===== src/rtl/qracc_ctrl_if.sv =====
// qracc_ctrl_if: host-side command/response bundle for the QR compute macro
// sequencer.
//   cmd_valid/cmd_ready  : request handshake (host -> controller)
//   cmd_op               : 0=WRITE, 1=READ, 2=MAC, 3=reserved
//   cmd_addr             : row for WRITE/READ
//   cmd_wdata            : row data for WRITE
//   cmd_vec              : binary activation vector for MAC
//   resp_valid/resp_ready: response handshake (controller -> host)
//   resp_data            : READ sense data (LSBs) or MAC ADC codes
//   resp_err             : command rejected (bad address or reserved op)
// modport master is the host side, modport slave is the controller side.
interface qracc_ctrl_if #(
  parameter int numRows    = 128,
  parameter int numCols    = 8,
  parameter int numAdcBits = 4
);
  localparam int AW = $clog2(numRows);

  logic                         cmd_valid;
  logic                         cmd_ready;
  logic [1:0]                   cmd_op;
  logic [AW-1:0]                cmd_addr;
  logic [numCols-1:0]           cmd_wdata;
  logic [numRows-1:0]           cmd_vec;
  logic                         resp_valid;
  logic                         resp_ready;
  logic [numAdcBits*numCols-1:0] resp_data;
  logic                         resp_err;

  modport master (
    output cmd_valid, cmd_op, cmd_addr, cmd_wdata, cmd_vec, resp_ready,
    input  cmd_ready, resp_valid, resp_data, resp_err
  );

  modport slave (
    input  cmd_valid, cmd_op, cmd_addr, cmd_wdata, cmd_vec, resp_ready,
    output cmd_ready, resp_valid, resp_data, resp_err
  );
endinterface


===== src/rtl/qracc_ctrl.sv =====
// qracc_ctrl: sequences the analog interface of the QR compute macro (switch
// matrix, SRAM, ADC) for one host command at a time and returns the captured
// sense-amp or ADC result.
// Ports:
//   CLK, RST         : clock, asynchronous active-high reset
//   bus (slave)      : command/response handshake, see qracc_ctrl_if
//   VDR/VSS/VRST_SEL : row switch matrix selects (+ complements *B)
//   WL               : word lines (one-hot or zero)
//   PCH, WR_DATA, WRITE, CSEL, SAEN : SRAM column controls
//   NF, M2A, R2A     : ADC column controls (+ complements *B)
//   SA_OUT           : sense-amp data, registered by the macro
//   ADC_OUT          : ADC codes
//
// state     | meaning
// ----------+------------------------------------------------
// IDLE      | cmd_ready=1, waiting for a command
// W_PCH     | write: precharge bit lines
// W_WL      | write: word line + write drivers on
// R_PCH     | read: precharge bit lines
// R_SENSE   | read: word line + sense amps enabled
// R_CAP     | read: controls idle, capture SA_OUT
// M_RST     | MAC: reset MBL through VRST, ADC reset
// M_DRIVE   | MAC: drive MBL from vec for settleCycles cycles
// M_CAP     | MAC: keep drives, capture ADC_OUT
// RESP      | response held until resp_ready
module qracc_ctrl #(
  parameter int numRows      = 128,
  parameter int numCols      = 8,
  parameter int numAdcBits   = 4,
  parameter int settleCycles = 4
) (
  input  logic                          CLK,
  input  logic                          RST,
  qracc_ctrl_if.slave                   bus,
  output logic [numRows-1:0]            VDR_SEL,
  output logic [numRows-1:0]            VDR_SELB,
  output logic [numRows-1:0]            VSS_SEL,
  output logic [numRows-1:0]            VSS_SELB,
  output logic [numRows-1:0]            VRST_SEL,
  output logic [numRows-1:0]            VRST_SELB,
  output logic [numRows-1:0]            WL,
  output logic [numCols-1:0]            PCH,
  output logic [numCols-1:0]            WR_DATA,
  output logic [numCols-1:0]            WRITE,
  output logic [numCols-1:0]            CSEL,
  output logic [numCols-1:0]            SAEN,
  output logic [numCols-1:0]            NF,
  output logic [numCols-1:0]            NFB,
  output logic [numCols-1:0]            M2A,
  output logic [numCols-1:0]            M2AB,
  output logic [numCols-1:0]            R2A,
  output logic [numCols-1:0]            R2AB,
  input  logic [numCols-1:0]            SA_OUT,
  input  logic [numAdcBits*numCols-1:0] ADC_OUT
);
  localparam int AW = $clog2(numRows);
  localparam int DW = numAdcBits * numCols;
  localparam logic [7:0] SETTLE = 8'(settleCycles);

  localparam logic [1:0] OP_WRITE = 2'd0;
  localparam logic [1:0] OP_READ  = 2'd1;
  localparam logic [1:0] OP_MAC   = 2'd2;
  localparam logic [1:0] OP_RSVD  = 2'd3;

  localparam logic [3:0] S_IDLE    = 4'd0;
  localparam logic [3:0] S_W_PCH   = 4'd1;
  localparam logic [3:0] S_W_WL    = 4'd2;
  localparam logic [3:0] S_R_PCH   = 4'd3;
  localparam logic [3:0] S_R_SENSE = 4'd4;
  localparam logic [3:0] S_R_CAP   = 4'd5;
  localparam logic [3:0] S_M_RST   = 4'd6;
  localparam logic [3:0] S_M_DRIVE = 4'd7;
  localparam logic [3:0] S_M_CAP   = 4'd8;
  localparam logic [3:0] S_RESP    = 4'd9;

  logic [3:0]         r_state, w_state;
  logic [7:0]         r_cnt, w_cnt;
  logic [AW-1:0]      r_addr;
  logic [numCols-1:0] r_wdata;
  logic [numRows-1:0] r_vec;
  logic [DW-1:0]      r_resp_data;
  logic               r_resp_err;

  logic [numRows-1:0] r_vdr_sel, r_vdr_selb, r_vss_sel, r_vss_selb;
  logic [numRows-1:0] r_vrst_sel, r_vrst_selb, r_wl;
  logic [numCols-1:0] r_pch, r_wr_data, r_write, r_csel, r_saen;
  logic [numCols-1:0] r_nf, r_nfb, r_m2a, r_m2ab, r_r2a, r_r2ab;

  logic [numRows-1:0] w_vdr_sel, w_vss_sel, w_vrst_sel, w_wl;
  logic [numCols-1:0] w_pch, w_wr_data, w_write, w_csel, w_saen;
  logic [numCols-1:0] w_nf, w_m2a, w_r2a;

  logic w_accept, w_addr_oor, w_cmd_err;

  // With a power-of-two row count every encodable address is in range.
  if ((1 << AW) > numRows) begin : g_addr_chk
    assign w_addr_oor = (bus.cmd_addr >= AW'(numRows));
  end else begin : g_addr_nochk
    assign w_addr_oor = 1'b0;
  end

  assign w_accept  = (r_state == S_IDLE) && bus.cmd_valid;
  assign w_cmd_err = (bus.cmd_op == OP_RSVD) ||
                     (w_addr_oor && (bus.cmd_op != OP_MAC));

  // Next-cycle analog controls are decoded from the state being entered so
  // that every analog output comes straight from a flop.
  always_comb begin
    w_state    = r_state;
    w_cnt      = r_cnt;
    w_vdr_sel  = '0;
    w_vss_sel  = '0;
    w_vrst_sel = '0;
    w_wl       = '0;
    w_pch      = '0;
    w_wr_data  = '0;
    w_write    = '0;
    w_csel     = '0;
    w_saen     = '0;
    w_nf       = '0;
    w_m2a      = '0;
    w_r2a      = '0;
    case (r_state)
      S_IDLE: begin
        if (bus.cmd_valid) begin
          if (w_cmd_err) begin
            w_state = S_RESP;
          end else if (bus.cmd_op == OP_WRITE) begin
            w_state = S_W_PCH;
            w_pch   = '1;
            w_csel  = '1;
          end else if (bus.cmd_op == OP_READ) begin
            w_state = S_R_PCH;
            w_pch   = '1;
            w_csel  = '1;
          end else begin
            w_state    = S_M_RST;
            w_vrst_sel = '1;
            w_r2a      = '1;
          end
        end
      end
      S_W_PCH: begin
        w_state        = S_W_WL;
        w_pch          = '1;
        w_csel         = '1;
        w_write        = '1;
        w_wl[r_addr]   = 1'b1;
        w_wr_data      = r_wdata;
      end
      S_W_WL:    w_state = S_RESP;
      S_R_PCH: begin
        w_state      = S_R_SENSE;
        w_pch        = '1;
        w_csel       = '1;
        w_saen       = '1;
        w_wl[r_addr] = 1'b1;
      end
      S_R_SENSE: w_state = S_R_CAP;
      S_R_CAP:   w_state = S_RESP;
      S_M_RST: begin
        w_state   = S_M_DRIVE;
        w_cnt     = SETTLE;
        w_vdr_sel = r_vec;
        w_vss_sel = ~r_vec;
        w_nf      = '1;
        w_m2a     = '1;
      end
      S_M_DRIVE: begin
        // Drives stay on through M_CAP so the ADC samples a settled MBL.
        w_vdr_sel = r_vec;
        w_vss_sel = ~r_vec;
        w_nf      = '1;
        w_m2a     = '1;
        if (r_cnt <= 8'd1) w_state = S_M_CAP;
        else               w_cnt   = r_cnt - 8'd1;
      end
      S_M_CAP:   w_state = S_RESP;
      S_RESP:    if (bus.resp_ready) w_state = S_IDLE;
      default:   w_state = S_IDLE;
    endcase
  end

  always_ff @(posedge CLK or posedge RST) begin
    if (RST) begin
      r_state     <= S_IDLE;
      r_cnt       <= '0;
      r_addr      <= '0;
      r_wdata     <= '0;
      r_vec       <= '0;
      r_resp_data <= '0;
      r_resp_err  <= 1'b0;
      r_vdr_sel   <= '0;
      r_vdr_selb  <= '1;
      r_vss_sel   <= '0;
      r_vss_selb  <= '1;
      r_vrst_sel  <= '0;
      r_vrst_selb <= '1;
      r_wl        <= '0;
      r_pch       <= '0;
      r_wr_data   <= '0;
      r_write     <= '0;
      r_csel      <= '0;
      r_saen      <= '0;
      r_nf        <= '0;
      r_nfb       <= '1;
      r_m2a       <= '0;
      r_m2ab      <= '1;
      r_r2a       <= '0;
      r_r2ab      <= '1;
    end else begin
      r_state     <= w_state;
      r_cnt       <= w_cnt;
      // Complements get their own flops so both rails switch on the same edge.
      r_vdr_sel   <= w_vdr_sel;
      r_vdr_selb  <= ~w_vdr_sel;
      r_vss_sel   <= w_vss_sel;
      r_vss_selb  <= ~w_vss_sel;
      r_vrst_sel  <= w_vrst_sel;
      r_vrst_selb <= ~w_vrst_sel;
      r_wl        <= w_wl;
      r_pch       <= w_pch;
      r_wr_data   <= w_wr_data;
      r_write     <= w_write;
      r_csel      <= w_csel;
      r_saen      <= w_saen;
      r_nf        <= w_nf;
      r_nfb       <= ~w_nf;
      r_m2a       <= w_m2a;
      r_m2ab      <= ~w_m2a;
      r_r2a       <= w_r2a;
      r_r2ab      <= ~w_r2a;
      if (w_accept) begin
        r_addr      <= bus.cmd_addr;
        r_wdata     <= bus.cmd_wdata;
        r_vec       <= bus.cmd_vec;
        r_resp_err  <= w_cmd_err;
        r_resp_data <= '0;
      end else if (r_state == S_R_CAP) begin
        r_resp_data <= DW'(SA_OUT);
      end else if (r_state == S_M_CAP) begin
        r_resp_data <= ADC_OUT;
      end else if ((r_state == S_RESP) && bus.resp_ready) begin
        r_resp_data <= '0;
        r_resp_err  <= 1'b0;
      end
    end
  end

  assign bus.cmd_ready  = (r_state == S_IDLE);
  assign bus.resp_valid = (r_state == S_RESP);
  assign bus.resp_data  = r_resp_data;
  assign bus.resp_err   = r_resp_err;

  assign VDR_SEL   = r_vdr_sel;
  assign VDR_SELB  = r_vdr_selb;
  assign VSS_SEL   = r_vss_sel;
  assign VSS_SELB  = r_vss_selb;
  assign VRST_SEL  = r_vrst_sel;
  assign VRST_SELB = r_vrst_selb;
  assign WL        = r_wl;
  assign PCH       = r_pch;
  assign WR_DATA   = r_wr_data;
  assign WRITE     = r_write;
  assign CSEL      = r_csel;
  assign SAEN      = r_saen;
  assign NF        = r_nf;
  assign NFB       = r_nfb;
  assign M2A       = r_m2a;
  assign M2AB      = r_m2ab;
  assign R2A       = r_r2a;
  assign R2AB      = r_r2ab;
endmodule


===== src/flat_wrapper.sv =====
// flat-port wrapper written by rule: the top's interface ports become plain ports
module qracc_ctrl_flat 
#(
  parameter int numRows      = 128,
  parameter int numCols      = 8,
  parameter int numAdcBits   = 4,
  parameter int settleCycles = 4
)
  (CLK, RST, VDR_SEL, VDR_SELB, VSS_SEL, VSS_SELB, VRST_SEL, VRST_SELB, WL, PCH, WR_DATA, WRITE, CSEL, SAEN, NF, NFB, M2A, M2AB, R2A, R2AB, SA_OUT, ADC_OUT, bus_cmd_valid, bus_cmd_op, bus_cmd_addr, bus_cmd_wdata, bus_cmd_vec, bus_resp_ready, bus_cmd_ready, bus_resp_valid, bus_resp_data, bus_resp_err);
  qracc_ctrl_if #(.numRows(numRows), .numCols(numCols), .numAdcBits(numAdcBits)) bus_i ();
  input  logic CLK;
  input  logic RST;
  output logic [numRows-1:0] VDR_SEL;
  output logic [numRows-1:0] VDR_SELB;
  output logic [numRows-1:0] VSS_SEL;
  output logic [numRows-1:0] VSS_SELB;
  output logic [numRows-1:0] VRST_SEL;
  output logic [numRows-1:0] VRST_SELB;
  output logic [numRows-1:0] WL;
  output logic [numCols-1:0] PCH;
  output logic [numCols-1:0] WR_DATA;
  output logic [numCols-1:0] WRITE;
  output logic [numCols-1:0] CSEL;
  output logic [numCols-1:0] SAEN;
  output logic [numCols-1:0] NF;
  output logic [numCols-1:0] NFB;
  output logic [numCols-1:0] M2A;
  output logic [numCols-1:0] M2AB;
  output logic [numCols-1:0] R2A;
  output logic [numCols-1:0] R2AB;
  input  logic [numCols-1:0] SA_OUT;
  input  logic [numAdcBits*numCols-1:0] ADC_OUT;
  input wire logic [$bits(bus_i.cmd_valid)-1:0] bus_cmd_valid;
  input wire logic [$bits(bus_i.cmd_op)-1:0] bus_cmd_op;
  input wire logic [$bits(bus_i.cmd_addr)-1:0] bus_cmd_addr;
  input wire logic [$bits(bus_i.cmd_wdata)-1:0] bus_cmd_wdata;
  input wire logic [$bits(bus_i.cmd_vec)-1:0] bus_cmd_vec;
  input wire logic [$bits(bus_i.resp_ready)-1:0] bus_resp_ready;
  output wire logic [$bits(bus_i.cmd_ready)-1:0] bus_cmd_ready;
  output wire logic [$bits(bus_i.resp_valid)-1:0] bus_resp_valid;
  output wire logic [$bits(bus_i.resp_data)-1:0] bus_resp_data;
  output wire logic [$bits(bus_i.resp_err)-1:0] bus_resp_err;
  assign bus_i.cmd_valid = bus_cmd_valid;
  assign bus_i.cmd_op = bus_cmd_op;
  assign bus_i.cmd_addr = bus_cmd_addr;
  assign bus_i.cmd_wdata = bus_cmd_wdata;
  assign bus_i.cmd_vec = bus_cmd_vec;
  assign bus_i.resp_ready = bus_resp_ready;
  assign bus_cmd_ready = bus_i.cmd_ready;
  assign bus_resp_valid = bus_i.resp_valid;
  assign bus_resp_data = bus_i.resp_data;
  assign bus_resp_err = bus_i.resp_err;
  qracc_ctrl #(.numRows(numRows), .numCols(numCols), .numAdcBits(numAdcBits), .settleCycles(settleCycles)) u_core (.CLK(CLK), .RST(RST), .bus(bus_i), .VDR_SEL(VDR_SEL), .VDR_SELB(VDR_SELB), .VSS_SEL(VSS_SEL), .VSS_SELB(VSS_SELB), .VRST_SEL(VRST_SEL), .VRST_SELB(VRST_SELB), .WL(WL), .PCH(PCH), .WR_DATA(WR_DATA), .WRITE(WRITE), .CSEL(CSEL), .SAEN(SAEN), .NF(NF), .NFB(NFB), .M2A(M2A), .M2AB(M2AB), .R2A(R2A), .R2AB(R2AB), .SA_OUT(SA_OUT), .ADC_OUT(ADC_OUT));
endmodule

===== config.mk =====
export PLATFORM = sky130hd
export DESIGN_NAME = qracc_ctrl_flat
export DESIGN_NICKNAME = d
export VERILOG_FILES = /design/src/rtl/qracc_ctrl_if.sv /design/src/rtl/qracc_ctrl.sv /design/src/flat_wrapper.sv
export SDC_FILE = /design/constraint.sdc
export NUM_CORES = 1
export LEC_CHECK = 0
export ABC_AREA = 1
export BUFFER_PORTS_ARGS = -buffer_cell sky130_fd_sc_hd__buf_2
export CELL_PAD_IN_SITES_DETAIL_PLACEMENT = 1
export CELL_PAD_IN_SITES_GLOBAL_PLACEMENT = 1
export CORE_AREA = 4 4 465 467
export CTS_CLUSTER_DIAMETER = 80
export DETAILED_ROUTE_END_ITERATION = 10
export DIE_AREA = 0 0 469 471
export HOLD_SLACK_MARGIN = 0.15
export PLACE_DENSITY_LB_ADDON = 0.1
export SYNTH_ARGS = -nofsm -noshare
export SYNTH_HDL_FRONTEND = slang
export SYNTH_SLANG_ARGS = --single-unit
export TNS_END_PERCENT = 10

===== constraint.sdc =====
create_clock -name CLK -period 81.1 [get_ports CLK]
set_clock_uncertainty 0.1 [all_clocks]
set_input_delay 24.33 -clock CLK [delete_from_list [all_inputs] [get_ports CLK]]
set_output_delay 24.33 -clock CLK [all_outputs]
set_load 0.005 [all_outputs]

==> metrics.txt, run 1 <==
slew margin rel.=0.330; Clock Sinks=around 840; min cycle time layout=~27 ns; reg2reg end=u_core.VSS_SEL[9]; placer congestion estimate=0.750; TritonCTS clock tree=yes; post-route ant nets=0; share of the yosys chip area belonging to registers=0.710; startpoint types=input port; top_reg_cell synth=dfrtp_1; Fmax achieved=roughly 0.036 GHz; pin count of the biggest net entering global routing=170; post-CTS sizing=0; PortBufs=1207; nets@finish=3755; Post-Syn Instances=~2.6k; number of synthesized flops with an enable pin=0; CP Launch Point=RST; asr flop ratio synth=1.00; Initial Util=0.143; first-pass GRT wire length=around 190000 µm; maximum VDD drop=between 0.000015 and 0.00002 V; final setup fails=0; cts bufs inserted=110; fin. max-slew vios=0; DRC=0; initial antenna violation count=67; Arr. time, crit path=~28 ns; HP Class=flip-flop to flip-flop; Power Internal=around 850 µW; Reg clk slew, reported paths=around 0.060 ns; pre-CTS setup slack=about 53 ns; Yosys top cell area share=0.485; post-detail-place hpwl=about 100000 µm; Routed WL=between 100000 and 150000 µm; Post-CTS Setup Bufs=0; post-synth top area cell=dfrtp_1; Via density=between 3 and 4; Critical Path End Type=asynchronous set/reset pin; Yosys warning total=0; Synth Net Count=2819; WL/cell=about 21 µm; R2R Setup Slk=77.34 ns; DR iter-0 viols=roughly 800; clock group share of total power=0.390; #FFs+latches synth=about 840; Switching Fraction=0.318; Worst-Skew Late Latency=0.73 ns; syn avg cell area=11.5 µm²; worst r2r src=u_core.r_state[3]; CTS Buffer Depth=3; layout cells sized above 1=0.485; drt first pass iters=6; Static Leakage=approximately 0.02 µW; fill cell count=24.5k; synth cell count leaders=dfrtp_1 (585), inv_1 (434), buf_4 (346); htree depth=3; Die X=approximately 470 µm; Hold-fix buffers, CTS=0; Hold EP=u_core.VSS_SEL[76]; Max Cap Violations=0; Final TNS setup=0 ns; Sw Pwr=between 300 and 400 µW; Least-Margin Pin Slew=about 1.0 ns; status=completed; Worst Path Class, Setup=input port to asynchronous set/reset pin; gr ovfl total=0; core box area=between 200000 and 250000 µm²; RSZ-0062 raised after global routing=no; Total GRT Usage=0.119; period utilisation layout=0.338; Synth area leaders=dfrtp_1 (48%), dfstp_2 (22%), buf_4 (8.6%); die height=around 470 µm; PwrDens=roughly 30 nW/µm²; Flop pwr share=0.421; Rows=169; setup ws final=53.68 ns; Hold Crit Depth=1; DR vias=slightly above 20k; Die ar.=about 220000 µm²; P&R area growth vs syn=34.8%; CP required=roughly 80 ns; clock root buffer master=clkbuf_16; count leader, synth=dfrtp_1; number of I/O pins=around 1.2k; hold_sp=u_core.r_vec[76]; worst r2r path cells=8; Post-Syn Area=just over 30000 µm²; Final Hold Vio Count=0; Comb pwr share=0.188; CP max FO=113; post-synth cell types=28; vias in the first global route=~22k
[critical path: stages]
cell and delay [ns]:
buf_2 0.13, inv_8 0.50, buf_4 0.71, buf_4 0.62
buf_4 0.74, buf_4 0.70
[cell usage in the layout, fill, tap and decap left out]
cell        synthesis  layout
nand2_4             1       1
xnor2_1             1       1
clkinv_8            0       2
clkbuf_1            9      44
clkinv_4            0       2
dfrtp_1           585     584
ha_1                7       7
o22ai_1             2       2
a31o_2              2       2
nand2_1           268     268
xor2_1              1       1
o21ai_1           130     130
dfrtp_2             0       1
inv_1             434     433
buf_4             346      24
nor2_2            104     104
clkinvlp_4          0       2
buf_2              42    1207
nand3_1            63      63
nand4_1             1       1
clkbuf_8            0      29
inv_16              0       3
inv_2               5       4
bufinv_16           0       2
nor3_2              1       1
nor3_1              9       9
nor2_1            314     314
inv_8               0       2
a21oi_1             1       1
o21ai_0            24      24
diode_2             0      24
clkbuf_16           0     112
dfstp_2           258     258
nor2_4              4       4
clkinv_2            0       9
inv_6               0       3
[per-layer routing]
metal	track usage	vias to the layer above	share of wire
met5	0	-	0.0012
met4	0.0400	26	0.031
li1	-	9344	-
met2	0.214	850	0.51
met3	0.0414	212	0.085
met1	0.128	10200	0.37
[power groups by stage]
stage	clock (µW)	combinational, µW	sequential [µW]
6_report	488	236	527
5_1_grt	530	269	536
4_1_cts	513	249	529
3_5_place_dp	0	248	535
3_3_place_gp	0	249	535
2_1_floorplan	0	151	532
[flip-flops by register name, summed over array words and instances, names as in the netlist]
signal	count
u_core.VDR_SELB	128
u_core.VDR_SEL	128
u_core.VSS_SELB	128
u_core.VSS_SEL	128
u_core.WL	128
u_core.r_vec	128
u_core.bus.resp_data	32
u_core.WR_DATA	8
u_core.r_cnt	8
u_core.r_wdata	8
u_core.r_addr	7
u_core.r_state	4
u_core.M2AB	1
u_core.NF	1
u_core.PCH	1
u_core.SAEN	1
u_core.VRST_SELB	1
u_core.VRST_SEL	1
u_core.WRITE	1
u_core.bus.resp_err	1
[how the worst max path moves through the flow]
stage	slack (ns)	to
floorplan	33.41	u_core.NF[6]
detailed placement	52.70	u_core.VSS_SEL[62]
global placement	52.68	u_core.VDR_SEL[62]
finish	53.68	u_core.VSS_SEL[62]
CTS	53.53	u_core.VSS_SEL[62]
global route	53.12	u_core.VDR_SEL[62]
[cell families after synthesis]
logic type      synth area share
simple gates               0.108
buf+inv                    0.152
flops                      0.710
fa+ha+maj                0.00290
compound gates            0.0267
xor+xnor                0.000580
[through the flow]
step	hold slack [ns]	cell area (µm²)	power, µW	util	cells
global placement	0.327	37000	784	0.175	6268
finish	0.323	40700	1250	0.192	6499
CTS	0.318	40600	1290	0.192	6475
floorplan	0.315	30200	683	-	2623
detailed placement	0.328	37000	783	0.175	6268
global route	0.342	40600	1340	0.192	6479
[area by class of cell]
cell class / instances / area (µm²) / share of cell area
Tap cell: 2821 / 3530 / 0.0867
Inverter: 440 / 1680 / 0.0413
Antenna cell: 24 / 60.1 / 0.00148
Timing Repair Buffer: 1231 / 6220 / 0.153
Clock buffer: 185 / 3370 / 0.0827
Multi-Input combinational cell: 933 / 4180 / 0.103
Clock inverter: 22 / 240 / 0.00590
Sequential cell: 843 / 21400 / 0.526
Note: power is estimated with default switching activity, not from simulation.
==> run 2, diff against run 1 <==
--- a/config.mk
+++ b/config.mk
@@ -9,10 +9,10 @@
 export BUFFER_PORTS_ARGS = -buffer_cell sky130_fd_sc_hd__buf_2
 export CELL_PAD_IN_SITES_DETAIL_PLACEMENT = 1
 export CELL_PAD_IN_SITES_GLOBAL_PLACEMENT = 1
-export CORE_AREA = 4 4 465 467
+export CORE_AREA = 4 4 464 466
 export CTS_CLUSTER_DIAMETER = 80
 export DETAILED_ROUTE_END_ITERATION = 10
-export DIE_AREA = 0 0 469 471
+export DIE_AREA = 0 0 468 470
 export HOLD_SLACK_MARGIN = 0.15
 export PLACE_DENSITY_LB_ADDON = 0.1
 export SYNTH_ARGS = -nofsm -noshare
==> constraint.sdc (replaced) <==
create_clock -name CLK -period 27.5 [get_ports CLK]
set_clock_uncertainty 0.1 [all_clocks]
set_input_delay 8.25 -clock CLK [delete_from_list [all_inputs] [get_ports CLK]]
set_output_delay 8.25 -clock CLK [all_outputs]
set_load 0.005 [all_outputs]
==> run 2 against run 1 <==
  * Critical endpoint is now u_core.WL[99]
  * Sequential cell count is the same
  * Power grew to 2.9 times the previous value
  * Hold slack lost 0.025 ns
  * Final area shrank 0.22%
  * Die area shrank 0.43%
  * Highest routed layer unchanged
  * Critical path depth is the same
  * Final cell count shrank 0.11%
  * Clock power grew to 2.9 times the previous value
==> metrics.txt, run 2 (synthesized netlist as in run 1, its figures left out) <==
Worst Path Class, Setup=input port to asynchronous set/reset pin; HP Class=flip-flop to flip-flop; Final TNS setup=0 ns; Initial Util=0.143; number of I/O pins=around 1.2k; TritonCTS clock tree=yes; post-route ant nets=0; most used routing layer=met2; clock root buffer master=clkbuf_16; Routed WL=~130000 µm; grt met3 use=0.0339; Post-CTS Setup Bufs=0; nets@finish=about 3.8k; Total GRT Usage=0.118; PortBufs=~1.2k; drt first pass iters=4; vias in the first global route=roughly 22k; maximum VDD drop=~0.000046 V; Clock Sinks=roughly 840; Worst-Skew Late Latency=0.72 ns; Final Hold Vio Count=0; layout cells sized above 1=0.484; status=completed; final setup fails=0; htree depth=3; met1 usage=0.131; Hold-fix buffers, CTS=0; P&R area growth vs syn=34.5%; Max Cap Violations=0; Die X=about 470 µm; slew margin rel.=0.311; grt met2 use=0.212; Reg clk slew, reported paths=~0.060 ns; CP max FO=66; Fmax achieved=roughly 0.092 GHz; DR iter-0 viols=about 710; period utilisation layout=0.394; post-CTS sizing=0; fin. max-slew vios=0; Die ar.=about 220000 µm²; gr ovfl total=0; Arr. time, crit path=roughly 11 ns; startpoint types=input port; DR vias=between 20k and 25k; Least-Margin Pin Slew=approximately 1.0 ns; initial antenna violation count=52; first-pass GRT wire length=around 180000 µm; Critical Path End Type=asynchronous set/reset pin; CTS Buffer Depth=3; commonest non-fill, non-tap cell in the layout=buf_2; Via density=about 3.2; WL/cell=20.5 µm; PwrDens=between 90 and 100 nW/µm²; Pwr Total=around 3700 µW; R2R Setup Slk=~24 ns; Rows=about 170; DRC=0; min cycle time layout=10.82 ns; pin count of the biggest net entering global routing=approximately 160; placer congestion estimate=~0.75; CP required=28.11 ns; commonest cells after routing, fill and taps aside=buf_2 (1207), dfrtp_1 (584), inv_1 (433); post-detail-place hpwl=between 100000 and 150000 µm; fill cell count=24.4k; RSZ-0062 raised after global routing=no; die height=around 470 µm; cts bufs inserted=around 110; Static Leakage=0.0199 µW; core box area=between 200000 and 250000 µm²
run 2: cell types whose count changed in the layout (fill, tap and decap cells not counted), moves of 2 or more:
cell	before	now
clkinv_16	0	3
inv_16	3	0
clkinvlp_4	2	4
diode_2	24	21
buf_4	24	20
buf_12	0	2
inv_6	3	5
clkbuf_16	112	108
clkinv_2	9	15
clkbuf_8	29	20
run 2: area by class of cell:
type,count,area [µm²],area share
multi-input combinational,933,4180,0.103
clock inverter,33,372,0.00915
timing repair buffer,1229,6230,0.153
clock buffer,172,3140,0.0774
inverter,440,1680,0.0413
sequential,843,21400,0.528
antenna,21,52.6,0.00129
tap,2821,3530,0.0869
run 2: critical path, stage by stage:
cell and delay, ns:
buf_2 0.12, clkinvlp_4 0.06, buf_4 0.47, buf_4 0.77
buf_4 0.82, buf_4 0.78
run 2: power breakdown:
group	internal, µW	leakage, µW	switching (µW)
clock	815	0.00171	584
sequential	1450	0.0106	111
combinational	216	0.00761	495
total	2480	0.0199	1190
run 2: routing by layer:
layer  part of all wire  vias to the layer above
li1                   -                     9330
met3              0.074                      207
met2               0.51                      867
met4              0.032                       32
met5             0.0014                        -
met1               0.38                    10000
run 2: final timing paths:
path	depth (start not counted)	startpoint	to
min in group asynchronous	3	RST	u_core.VDR_SEL[109]
min reg2reg	1	u_core.r_vec[67]	u_core.VSS_SEL[67]
min	1	u_core.r_vec[67]	u_core.VSS_SEL[67]
max reg2reg	8	u_core.r_state[2]	u_core.r_vec[5]
max in group CLK	5	u_core.r_state[0]	bus_resp_valid
max	6	RST	u_core.WL[99]
run 2: metrics by stage:
step	utilization	setup slack, ns	instances	hold WS, ns	area (µm²)
after floorplan	-	7.78	2623	0.315	30200
after global routing	0.192	16.12	6477	0.322	40600
final	0.192	16.68	6492	0.298	40600
after CTS	0.192	16.49	6471	0.307	40600
after detailed placement	0.175	15.66	6266	0.327	37000
after global placement	0.175	15.66	6266	0.328	37000
==> run 3, diff against run 2 <==
==> constraint.sdc (replaced) <==
create_clock -name CLK -period 11.3 [get_ports CLK]
set_clock_uncertainty 0.1 [all_clocks]
set_input_delay 3.39 -clock CLK [delete_from_list [all_inputs] [get_ports CLK]]
set_output_delay 3.39 -clock CLK [all_outputs]
set_load 0.005 [all_outputs]
==> run 3 against run 2 <==
  * Final cell count is 0.11% lower
  * Via count up 0.52%
  * Critical path depth fell by 1
  * Largest power group unchanged
==> metrics.txt, run 3 (synthesized netlist as in run 1, its figures left out) <==
Fmax achieved=about 0.18 GHz; Post-CTS Setup Bufs=0; Worst-Skew Late Latency=~0.74 ns; CTS Buffer Depth=3; layout cells sized above 1=0.486; RSZ-0062 raised after global routing=no; reg2reg end=u_core.r_vec[56]; Placed Instance Area=37000 µm²; PwrDens=223 nW/µm²; HP Class=flip-flop to flip-flop; setup ws final=roughly 5.6 ns; core box area=roughly 210000 µm²; htree depth=3; slew margin rel.=0.328; Hold Crit Depth=2; Pwr Total=around 9100 µW; Final TNS setup=0 ns; TritonCTS clock tree=yes; Static Leakage=around 0.02 µW; Worst Path Class, Setup=flip-flop to output port; final setup fails=0; P&R area growth vs syn=35.2%; Max Cap Violations=0; Via density=between 3 and 4; Die ar.=about 220000 µm²; WL/cell=approximately 20 µm; pin count of the biggest net entering global routing=roughly 150; Routed WL=around 130000 µm; R2R Setup Slk=about 7.8 ns; DRC=0; Final Hold Vio Count=0; Initial Util=0.143; post-route ant nets=0; number of I/O pins=around 1.2k; cts bufs inserted=roughly 110; fill cell count=approximately 24k; vias in the first global route=about 22k; commonest non-fill, non-tap cell in the layout=buf_2; period utilisation layout=0.504; maximum VDD drop=about 0.00010 V; worst r2r path cells=9; first-pass GRT wire length=roughly 180000 µm; Least-Margin Pin Slew=1.01 ns; post-CTS sizing=0; Critical Path End Type=output port; min cycle time layout=5.69 ns; DR iter-0 viols=just over 900; CP required=7.81 ns; PortBufs=around 1.2k; hold_sp=u_core.r_vec[76]; die height=470 µm; DR vias=between 20k and 25k; initial antenna violation count=55; status=completed; worst r2r src=u_core.r_state[2]; clock root buffer master=clkbuf_16; commonest cells after routing, fill and taps aside=buf_2 (1207), dfrtp_1 (584), inv_1 (433); CP max FO=11; post-detail-place hpwl=slightly above 100000 µm; Clock Sinks=843; Arr. time, crit path=around 2.2 ns; pre-CTS setup slack=~5.1 ns; Total GRT Usage=0.118; gr ovfl total=0; fin. max-slew vios=0; Rows=169; Hold EP=u_core.VSS_SELB[76]; Reg clk slew, reported paths=approximately 0.060 ns; post-route cell area=a little over 40000 µm²; drt first pass iters=4; nets@finish=around 3.7k; Hold-fix buffers, CTS=0; Die X=468 µm; startpoint types=flip-flop; placer congestion estimate=0.752
-- run 3: cell count changes in the layout (fill, tap and decap cells not counted), sizes merged --
| cell | delta |
|---|---|
| inv | +1 |
| clkinv | -2 |
| buf | -6 |
| diode | -1 |
| clkbuf | -4 |
| bufinv | +5 |
-- run 3: per-layer routing --
metal	vias up	GRT usage	part of all wire
li1	9313	-	-
met1	10200	0.133	0.38
met2	881	0.209	0.51
met3	217	0.0307	0.071
met4	18	0.0462	0.032
met5	-	0	0.00087
-- run 3: stage by stage --
stage          instances  utilization  hold WS [ns]
4_1_cts             6465        0.193         0.314
3_3_place_gp        6260        0.175         0.329
6_report            6485        0.193         0.322
2_1_floorplan       2623            -         0.315
3_5_place_dp        6260        0.175         0.329
5_1_grt             6472        0.193         0.342
-- run 3: how the worst max path moves through the flow --
stage / end / from / slack [ns]
after global routing: VRST_SELB[104] / u_core.VRST_SELB[126] / 5.38
after detailed placement: u_core.r_vec[56] / bus_cmd_valid / 5.06
final: bus_resp_valid / u_core.r_state[0] / 5.61
after global placement: u_core.r_vec[51] / bus_cmd_valid / 5.10
after CTS: bus_resp_valid / u_core.r_state[0] / 5.46
after floorplan: u_core.NF[6] / RST / -3.56
-- run 3: worst max-delay path, cell delays in order, from the launching register on --
cell and delay, ns:
dfrtp_1 0.46, inv_2 0.11, nor2_2 0.49, nand2_1 0.14
inv_1 0.13, buf_2 0.18
-- run 3: cell type report --
type / count / area, µm² / share of cell area
flip-flops and latches: 843 / 21400 / 0.525
well taps: 2821 / 3530 / 0.0865
repair buffers: 1223 / 6240 / 0.153
clock inverters: 37 / 534 / 0.0131
inverters: 440 / 1680 / 0.0410
multi-input cells: 933 / 4180 / 0.102
diodes: 20 / 50.0 / 0.00123
clock buffers: 168 / 3190 / 0.0781
-- run 3: report_power, final --
part | leakage (µW) | internal (µW) | switching (µW)
logic | 0.00760 | 524 | 1200
registers | 0.0106 | 3530 | 270
clock network | 0.00181 | 2130 | 1450
